### src/rtl/spi_flash_pkg.sv
// Shared constants and state encoding for the SB_SPI flash read sequencer.
package spi_flash_pkg;

    localparam logic [7:0] SB_CR1  = 8'h09;
    localparam logic [7:0] SB_CR2  = 8'h0A;
    localparam logic [7:0] SB_BR   = 8'h0B;
    localparam logic [7:0] SB_SR   = 8'h0C;
    localparam logic [7:0] SB_TXDR = 8'h0D;
    localparam logic [7:0] SB_RXDR = 8'h0E;
    localparam logic [7:0] SB_CSR  = 8'h0F;

    localparam int SR_TIP  = 7;
    localparam int SR_TRDY = 4;
    localparam int SR_RRDY = 3;

    localparam logic [7:0] CR1_EN   = 8'h80;
    localparam logic [7:0] CR2_MSTR = 8'hC0;
    localparam logic [7:0] CSR_NONE = 8'h00;
    localparam logic [7:0] CSR_CS0  = 8'h01;

    localparam logic [7:0] FLASH_READ = 8'h03;

    typedef enum logic [3:0] {
        S_IDLE, S_CFG, S_TXW, S_TXD, S_RXW, S_RXD, S_PUSH, S_FIN, S_REL, S_DONE
    } seq_state_e;

endpackage

### src/rtl/spi_sb_access.sv
// Single-access SB master: latches one request, holds strobe until ack.
module spi_sb_access (
    input  logic       clk_24m,
    input  logic       rst,
    input  logic       req_i,
    input  logic [7:0] addr_i,
    input  logic [7:0] wdata_i,
    input  logic       rw_i,
    output logic       busy_o,
    output logic       done_o,
    output logic [7:0] rdata_o,
    output logic [7:0] sb_addr_o,
    output logic [7:0] sb_di_o,
    output logic       sb_rw_o,
    output logic       sb_stb_o,
    input  logic [7:0] sb_do_i,
    input  logic       sb_ack_i
);

    logic       stb_q, stb_d;
    logic [7:0] addr_q, addr_d;
    logic [7:0] di_q, di_d;
    logic       rw_q, rw_d;
    logic [7:0] rdata_q, rdata_d;

    always_comb begin
        stb_d   = stb_q;
        addr_d  = addr_q;
        di_d    = di_q;
        rw_d    = rw_q;
        rdata_d = rdata_q;
        if (stb_q) begin
            if (sb_ack_i) begin
                stb_d   = 1'b0;
                rdata_d = sb_do_i;
            end
        end else if (req_i) begin
            stb_d  = 1'b1;
            addr_d = addr_i;
            di_d   = wdata_i;
            rw_d   = rw_i;
        end
    end

    always_ff @(posedge clk_24m or posedge rst) begin
        if (rst) begin
            stb_q   <= 1'b0;
            addr_q  <= 8'h00;
            di_q    <= 8'h00;
            rw_q    <= 1'b0;
            rdata_q <= 8'h00;
        end else begin
            stb_q   <= stb_d;
            addr_q  <= addr_d;
            di_q    <= di_d;
            rw_q    <= rw_d;
            rdata_q <= rdata_d;
        end
    end

    assign busy_o    = stb_q;
    assign done_o    = stb_q & sb_ack_i;
    // Bypass so callers can use the read data in the ack cycle itself.
    assign rdata_o   = done_o ? sb_do_i : rdata_q;
    assign sb_addr_o = addr_q;
    assign sb_di_o   = di_q;
    assign sb_rw_o   = rw_q;
    assign sb_stb_o  = stb_q;

endmodule

### src/rtl/spi_flash_seq.sv
// Flash READ sequencer for SB_SPI, sharing the SB bus with CPU Wishbone accesses.
module spi_flash_seq
    import spi_flash_pkg::*;
#(
    parameter int         LEN_W   = 16,
    parameter logic [7:0] SPI_DIV = 8'h00
) (
    input  logic             clk_24m,
    input  logic             rst,
    input  logic             cmd_start,
    input  logic [23:0]      cmd_addr,
    input  logic [LEN_W-1:0] cmd_len,
    output logic             cmd_busy,
    output logic             cmd_done,
    output logic [7:0]       out_data,
    output logic             out_valid,
    input  logic             out_ready,
    input  logic [3:0]       wb_addr,
    input  logic [7:0]       wb_wdata,
    output logic [7:0]       wb_rdata,
    input  logic             wb_we,
    input  logic             wb_cyc,
    output logic             wb_ack,
    output logic [7:0]       sb_addr,
    output logic [7:0]       sb_di,
    input  logic [7:0]       sb_do,
    output logic             sb_rw,
    output logic             sb_stb,
    input  logic             sb_ack
);

    localparam logic [LEN_W-1:0] LEN_ONE = LEN_W'(1);

    seq_state_e       state_q, state_d;
    logic [2:0]       cfg_idx_q, cfg_idx_d;
    logic [2:0]       hdr_q, hdr_d;
    logic [LEN_W-1:0] rem_q, rem_d;
    logic [23:0]      addr_q, addr_d;
    logic [7:0]       odata_q, odata_d;
    logic             ovld_q, ovld_d;
    logic             owner_cpu_q, owner_cpu_d;

    logic       fsm_req, fsm_rw, fsm_done;
    logic [7:0] fsm_addr, fsm_wdata;
    logic       cpu_sel, acc_req, acc_rw;
    logic [7:0] acc_addr, acc_wdata;
    logic       eng_busy, eng_done;
    logic [7:0] eng_rdata;

    // An in-flight access stays with its owner; otherwise the CPU wins only in IDLE.
    assign cpu_sel     = eng_busy ? owner_cpu_q : (state_q == S_IDLE);
    assign acc_req     = cpu_sel ? wb_cyc : fsm_req;
    assign acc_addr    = cpu_sel ? {4'h0, wb_addr} : fsm_addr;
    assign acc_wdata   = cpu_sel ? wb_wdata : fsm_wdata;
    assign acc_rw      = cpu_sel ? wb_we : fsm_rw;
    assign owner_cpu_d = (!eng_busy && acc_req) ? cpu_sel : owner_cpu_q;
    assign fsm_done    = eng_done & ~owner_cpu_q;
    assign wb_ack      = eng_done & owner_cpu_q;
    assign wb_rdata    = eng_rdata;

    spi_sb_access u_acc (
        .clk_24m  (clk_24m),
        .rst      (rst),
        .req_i    (acc_req),
        .addr_i   (acc_addr),
        .wdata_i  (acc_wdata),
        .rw_i     (acc_rw),
        .busy_o   (eng_busy),
        .done_o   (eng_done),
        .rdata_o  (eng_rdata),
        .sb_addr_o(sb_addr),
        .sb_di_o  (sb_di),
        .sb_rw_o  (sb_rw),
        .sb_stb_o (sb_stb),
        .sb_do_i  (sb_do),
        .sb_ack_i (sb_ack)
    );

    always_comb begin
        state_d   = state_q;
        cfg_idx_d = cfg_idx_q;
        hdr_d     = hdr_q;
        rem_d     = rem_q;
        addr_d    = addr_q;
        odata_d   = odata_q;
        ovld_d    = ovld_q;
        fsm_req   = 1'b0;
        fsm_rw    = 1'b0;
        fsm_addr  = SB_SR;
        fsm_wdata = 8'h00;
        if (ovld_q && out_ready) ovld_d = 1'b0;
        case (state_q)
            S_IDLE: if (cmd_start) begin
                addr_d    = cmd_addr;
                rem_d     = cmd_len;
                cfg_idx_d = 3'd0;
                hdr_d     = 3'd4;
                state_d   = S_CFG;
            end
            S_CFG: begin
                if (rem_q == '0) begin
                    state_d = S_DONE;
                end else begin
                    fsm_req = 1'b1;
                    fsm_rw  = 1'b1;
                    case (cfg_idx_q)
                        3'd0:    begin fsm_addr = SB_CSR; fsm_wdata = CSR_NONE; end
                        3'd1:    begin fsm_addr = SB_CR1; fsm_wdata = CR1_EN;   end
                        3'd2:    begin fsm_addr = SB_CR2; fsm_wdata = CR2_MSTR; end
                        3'd3:    begin fsm_addr = SB_BR;  fsm_wdata = SPI_DIV;  end
                        default: begin fsm_addr = SB_CSR; fsm_wdata = CSR_CS0;  end
                    endcase
                    if (fsm_done) begin
                        if (cfg_idx_q == 3'd4) state_d = S_TXW;
                        else                   cfg_idx_d = cfg_idx_q + 3'd1;
                    end
                end
            end
            S_TXW: begin
                fsm_req = 1'b1;
                if (fsm_done && eng_rdata[SR_TRDY]) state_d = S_TXD;
            end
            S_TXD: begin
                // A pending output byte stalls the next shift, which also idles SCK.
                fsm_req  = ~(ovld_q & ~out_ready);
                fsm_rw   = 1'b1;
                fsm_addr = SB_TXDR;
                case (hdr_q)
                    3'd4:    fsm_wdata = FLASH_READ;
                    3'd3:    fsm_wdata = addr_q[23:16];
                    3'd2:    fsm_wdata = addr_q[15:8];
                    3'd1:    fsm_wdata = addr_q[7:0];
                    default: fsm_wdata = 8'h00;
                endcase
                if (fsm_done) state_d = S_RXW;
            end
            S_RXW: begin
                fsm_req = 1'b1;
                if (fsm_done && eng_rdata[SR_RRDY]) state_d = S_RXD;
            end
            S_RXD: begin
                fsm_req  = 1'b1;
                fsm_addr = SB_RXDR;
                if (fsm_done) begin
                    if (hdr_q != 3'd0) begin
                        hdr_d   = hdr_q - 3'd1;
                        state_d = S_TXW;
                    end else begin
                        odata_d = eng_rdata;
                        ovld_d  = 1'b1;
                        state_d = S_PUSH;
                    end
                end
            end
            S_PUSH: begin
                rem_d   = rem_q - LEN_ONE;
                state_d = (rem_q == LEN_ONE) ? S_FIN : S_TXW;
            end
            S_FIN: begin
                fsm_req = 1'b1;
                if (fsm_done && !eng_rdata[SR_TIP]) state_d = S_REL;
            end
            S_REL: begin
                fsm_req   = 1'b1;
                fsm_rw    = 1'b1;
                fsm_addr  = SB_CSR;
                fsm_wdata = CSR_NONE;
                if (fsm_done) state_d = S_DONE;
            end
            S_DONE:  state_d = S_IDLE;
            default: state_d = S_IDLE;
        endcase
    end

    always_ff @(posedge clk_24m or posedge rst) begin
        if (rst) begin
            state_q     <= S_IDLE;
            cfg_idx_q   <= 3'd0;
            hdr_q       <= 3'd0;
            rem_q       <= '0;
            addr_q      <= 24'h0;
            odata_q     <= 8'h00;
            ovld_q      <= 1'b0;
            owner_cpu_q <= 1'b0;
        end else begin
            state_q     <= state_d;
            cfg_idx_q   <= cfg_idx_d;
            hdr_q       <= hdr_d;
            rem_q       <= rem_d;
            addr_q      <= addr_d;
            odata_q     <= odata_d;
            ovld_q      <= ovld_d;
            owner_cpu_q <= owner_cpu_d;
        end
    end

    assign cmd_busy  = (state_q != S_IDLE);
    assign cmd_done  = (state_q == S_DONE);
    assign out_data  = odata_q;
    assign out_valid = ovld_q;

endmodule

### config.mk
export PLATFORM = sky130hd
export DESIGN_NAME = spi_flash_seq
export DESIGN_NICKNAME = d
export VERILOG_FILES = /design/src/rtl/spi_flash_pkg.sv /design/src/rtl/spi_sb_access.sv /design/src/rtl/spi_flash_seq.sv
export SDC_FILE = /design/constraint.sdc
export NUM_CORES = 1
export LEC_CHECK = 0
export CAP_MARGIN = 20
export CORE_MARGIN = 3
export CORE_UTILIZATION = 54
export DETAILED_ROUTE_END_ITERATION = 16
export GPL_TIMING_DRIVEN = 0
export PLACE_DENSITY = 0.95
export SETUP_SLACK_MARGIN = 0.5
export SLEW_MARGIN = 20
export SYNTH_ARGS = -nofsm -noshare
export SYNTH_HDL_FRONTEND = slang
export SYNTH_SLANG_ARGS = --single-unit
export TNS_END_PERCENT = 20
### constraint.sdc
create_clock -name clk_24m -period 4 [get_ports clk_24m]
set_input_delay 0.6 -clock clk_24m [delete_from_list [all_inputs] [get_ports clk_24m]]
set_output_delay 0.6 -clock clk_24m [all_outputs]
set_load 0.01 [all_outputs]
=== After elaboration in Yosys (flattened, before gate mapping) ===
Index checks and enable logic that the tools add are counted.

* Add/subtract/negate cells: 3
* Equal/unequal tests: 31
* Muxes and demuxes: 47
* Bitwise operators: 9
* Reduce and logical (&&, ||, !) cells: 26

{| class="wikitable"
|+ Operators by type and width
! cell !! number
|-
| $mux 4 || 10
|-
| $pmux 4 s9 || 1
|-
| $mux 8 || 4
|-
| $pmux 16 s2 || 1
|-
| $pmux 8 s4 || 1
|-
| $mux 3 || 10
|-
| $pmux 8 s3 || 1
|-
| $ne 2x2->1 const B || 11
|-
| $eq 16x1->1 const B || 1
|-
| $eq 4x3->1 const B || 4
|-
| $logic_not 16->1 || 1
|-
| $mux 16 || 1
|-
| $pmux 8 s2 || 1
|-
| $sub 16x1->16 const B || 1
|-
| $eq 3x2->1 const B || 4
|-
| $pmux 3 s2 || 2
|-
| $pmux 3 s4 || 1
|-
| $mux 1 || 11
|-
| $pmux 3 s3 || 1
|-
| $reduce_and 9->1 || 1
|-
| $eq 4x2->1 const B || 2
|-
| $eq 4x4->1 const B || 2
|-
| $reduce_and 2->1 || 4
|-
| $eq 3x1->1 const B || 2
|-
| 21 further kinds || 38
|}

* Bits in registers: 86
* Input bits: 67
* Output and inout bits: 38

=== Logic depth before layout (Yosys ltp) ===
* Depth in word-level cells: 7
* Mapped depth: 9
* Mapped depth without buffers: 8

=== Hierarchy ===
A second synthesis with hierarchy kept.

* Cell total of the unflattened synthesis: 476
* Area total of the unflattened synthesis: 4723.3 um^2

{| class="wikitable"
|+ By module, submodules not included
! module !! instances !! cells each !! area an instance (um^2) !! sequential area each (um^2)
|-
| spi_flash_seq || 1 || 407 || 3594.7 || 1501.4
|-
| spi_sb_access || 1 || 69 || 1128.6 || 650.6
|}

=== Least setup slack after synthesis ===
No wires, ideal clock.

* Path type: reg2reg
* From: register rem_q[2]
* To: register rem_q[15]
* Arrival: 1.960 ns
* Required time: 3.874 ns
* Setup slack: 1.914 ns
* Cell stages (with the launch flop): 7
* Buffers on the path: 1
* Cell sequence: dfrtp_1 buf_6 nor4_4 nand4_4 or3_1 a21o_1 a221o_1

* Word-level cells in the longest chain between the ends: 2

{| class="wikitable"
|+ Ends and longest elaborated chain
! element !! line !! text
|-
| from (decl) || spi_flash_seq.sv:37 || <nowiki>logic [LEN_W-1:0] rem_q, rem_d;</nowiki>
|-
| from (signal assigned) || spi_flash_seq.sv:189 || <nowiki>rem_q <= rem_d;</nowiki>
|-
| $sub 16x1->16 || spi_flash_seq.sv:156 || <nowiki>rem_d = rem_q - LEN_ONE;</nowiki>
|-
| $pmux 16 s2 || spi_flash_seq.sv:92 || <nowiki>case (state_q)</nowiki>
|}

No other way between the ends.
A chain may end at the register's enable or synchronous reset.

=== Final worst setup path ===
* From: register state_q[3]
* To: output port cmd_done

* Word-level cells in the longest chain between the ends: 1

{| class="wikitable"
|+ Ends and longest elaborated chain
! element !! line !! text
|-
| from (decl) || spi_flash_seq.sv:34 || <nowiki>seq_state_e state_q, state_d;</nowiki>
|-
| from (signal assigned) || spi_flash_seq.sv:186 || <nowiki>state_q <= state_d;</nowiki>
|-
| $eq 4x4->1 || spi_flash_seq.sv:198 || <nowiki>assign cmd_done = (state_q == S_DONE);</nowiki>
|-
| to (decl) || spi_flash_seq.sv:14 || <nowiki>output logic cmd_done,</nowiki>
|}

No other way between the ends.

==> metrics.cfg <==
[drt]
num_vias = 4211
ant_nets = 0
wl_per_cell_um = 17.42
dr.pass1.iters = 5
drt_iter0_markers = 302
wirelength_mm = 12.30
vias_per_cell = 5.965
drc = 0

[floorplanning]
num_io_pins = 105
core_um2 = 7848
fp.dieW_um = 96.76
start_util = 0.5668
die_y_um = 96.76
num_rows = 32
dieArea_um2 = 9363

[worst_setup_path]
crit_family = buffers and inverters
crit_required_ns = 3.40
slowest_stage = clkdlybuf4s50_1
path_max_fanout = 10
cp_common_cell = clkbuf_1
crit_path_start_kind = flop
crit_buf_inv = 3
worstPathArrival_ns = 2.38
max_stage_delay_ns = 0.58
crit_chain = clkbuf_1 -> clkbuf_1 -> nor3b_1 -> clkdlybuf4s50_1
critical_path_class = flop to output port
end_kind = output port

[clock_tree]
clock_latency_ns = 0.36
cts-root-buf = clkbuf_8
clkSlewWorstSetupHoldPaths_ns = 0.09
clock-sinks = 82
clk_path_buf_depth = 2
holdBufCountCts = 0
cts_tree = yes
post_cts_resized = 0
cts_inserted_buffers = 9
post-cts-setup-buffer-count = 0
htree_levels = 3

[place]
place_ws_ns = 1.120
io_buffers = 100
gp_congestion = 0.9029
hpwl_mm = 9.035

[min_path]
hp-class = flop to flop

[timing]
maxSlewViolCount = 0
period_needed_ns = 2.980
max-slew-margin-rel = 0.3334
setup_viol = 0
tightest_slew_ns = 0.9917
fin_tns_setup_ns = 0
fmax_mhz = 335.5
rsz0062_at_grt = false
hold_viol = 0
skew_ns = 0.01308
period_share = 0.7451
setup_ws_ns = 1.020

[yosys]
yosysMostFrequentCell = nand2_1
ys_seq_area_frac = 0.4613
synth_common_cells = 120 x nand2_1, 82 x dfrtp_1, 31 x nor2_1
syn_inst = 484
synth_edf_count = 0
syn_area_per_cell_um2 = 9.190
synthTopCellsByArea = dfrtp_1 46%, nand2_1 10%, mux2_2 5.1%
synth_area_um2 = 4448
synth_cell_types = 61
ys.warnings.count = 0
synthFlopType = dfrtp_1
ys_seq_elements = 82
ys_async_sr_fraction = 1.000
synth_area_leader_cell = dfrtp_1
yosysTopAreaCellShare = 0.4613

[global_routing]
grt_pass1_wl_mm = 20.38
grt_max_degree = 54
track_usage = 0.2647
gr-total-overflow = 0
antenna_found_initial = 0
grt_pass1_vias = 4143

[outcome]
status = finished, final reports clean

[final_layout]
seqCellArea_um2 = 2052
fillerInstances = 567
multi_input_area_um2 = 2195
nets = 679
drive_above_1_share = 0.1109
syn2layout_area_growth_pct = 31.56
antenna_cells = 0

[power]
ir_worst_vdd_mv = 0.3067
pwr_density_cell_nw_per_um2 = 741.5
p_leak_uw = 0.002528

[run]
max_cap_violations = 0

[kinds of logic (layout without fill, tap and decap cells)]
kind of cell / count (synthesis) / in the layout / synth area share
AO/OA/AOI/OAI: 97 / 97 / 0.1522
XOR/XNOR: 1 / 1 / 0.001969
adder cells (fa/ha/maj): 13 / 13 / 0.03657
buffers and inverters: 45 / 162 / 0.04782
flip-flops: 82 / 82 / 0.4613
multiplexers: 23 / 23 / 0.05767
other: 1 / 4 / 0.0008431
AND/OR/NAND/NOR: 222 / 222 / 0.2416
[power by group]
part           total (µW)  switching, µW  leakage (µW)  internal [µW]
clock                 703            327      0.000115            376
combinational        2140           1170       0.00140            968
sequential           1500            288       0.00101           1210
total                4340           1780       0.00253           2550
[area by class of cell]
cell class,instances,share of cell area
Clock buffer,10,0.02352
Buffer,32,0.02801
Sequential cell,82,0.3507
Multi-Input combinational cell,360,0.3750
Tap cell,102,0.02181
Inverter,13,0.008766
Clock inverter,6,0.01646
Timing Repair Buffer,101,0.1758
[path summary, 6_finish.rpt]
path,depth (start not counted),slack [ns],from,endpoint
worst max-delay path,4,1.02,state_q[3],cmd_done
worst min-delay path,2,0.48,addr_q[3],addr_q[3]
worst max register to register,6,1.52,rem_q[8],u_acc.sb_di_o[7]
worst min register to register,2,0.48,addr_q[3],addr_q[3]
max in group asynchronous,3,2.83,rst,rem_q[9]
min in group asynchronous,2,0.57,rst,u_acc.sb_addr_o[1]
[cell usage in the layout (no fill, tap or decap), types with 2 or more instances in the layout]
master	n
nor4_4	2
o311ai_0	2
nor3b_1	4
clkbuf_8	10
o31ai_1	3
nand3_1	10
ha_1	13
nand4_1	4
and3_1	3
o221ai_1	2
mux2i_1	2
dfrtp_1	82
a21o_1	4
nor2b_1	5
a21oi_1	23
bufinv_16	2
nand2_1	120
o21a_1	5
nor4_1	5
or3_1	4
inv_1	12
buf_2	5
o21ai_0	15
or4_2	2
nand2b_1	4
o22ai_1	4
clkbuf_1	17
clkdlybuf4s50_1	100
a222oi_1	2
nor3_1	16
or4b_1	2
a22oi_1	15
conb_1	4
mux2_2	20
a221o_1	3
buf_4	8
nor4b_1	2
a211oi_1	3
nor2_1	31
o211ai_1	4
[metrics by stage]
stage | hold WS (ns) | total power, µW | area, µm² | std cells | util
2_1_floorplan | 0.4455 | 2804 | 4459 | 487 | -
5_1_grt | 0.5113 | 4627 | 5852 | 706 | 0.7457
4_1_cts | 0.4845 | 4315 | 5852 | 706 | 0.7457
6_report | 0.4834 | 4339 | 5852 | 706 | 0.7457
3_5_place_dp | 0.4633 | 3597 | 5618 | 690 | 0.7159
3_3_place_gp | 0.4576 | 3460 | 5588 | 689 | 0.7121
[worst register-to-register path, delay by kind of cell, from the launching register on]
| kind | cells | cell delay (ns) |
|---|---|---|
| AO/OA/AOI/OAI | 2 | 0.36 |
| buffers and inverters | 1 | 0.24 |
| AND/OR/NAND/NOR | 3 | 1.35 |
| flip-flops | 1 | 0.45 |
[sequential cells by signal (all words and copies together) (netlist names)]
name,flops
hdr_q,3
out_data,8
u_acc.sb_addr_o,4
u_acc.rdata_q,8
addr_q,24
owner_cpu_q,1
state_q,4
rem_q,16
u_acc.sb_di_o,8
u_acc.sb_rw_o,1
cfg_idx_q,3
u_acc.busy_o,1
out_valid,1
[layer usage]
| layer | wire length [µm] | GRT usage |
|---|---|---|
| met1 | 4991 | 0.3379 |
| met5 | 0 | 0 |
| met3 | 814 | 0.03965 |
| met4 | 234 | 0.08207 |
| met2 | 6258 | 0.4639 |
(Power assumes the default switching activity.)
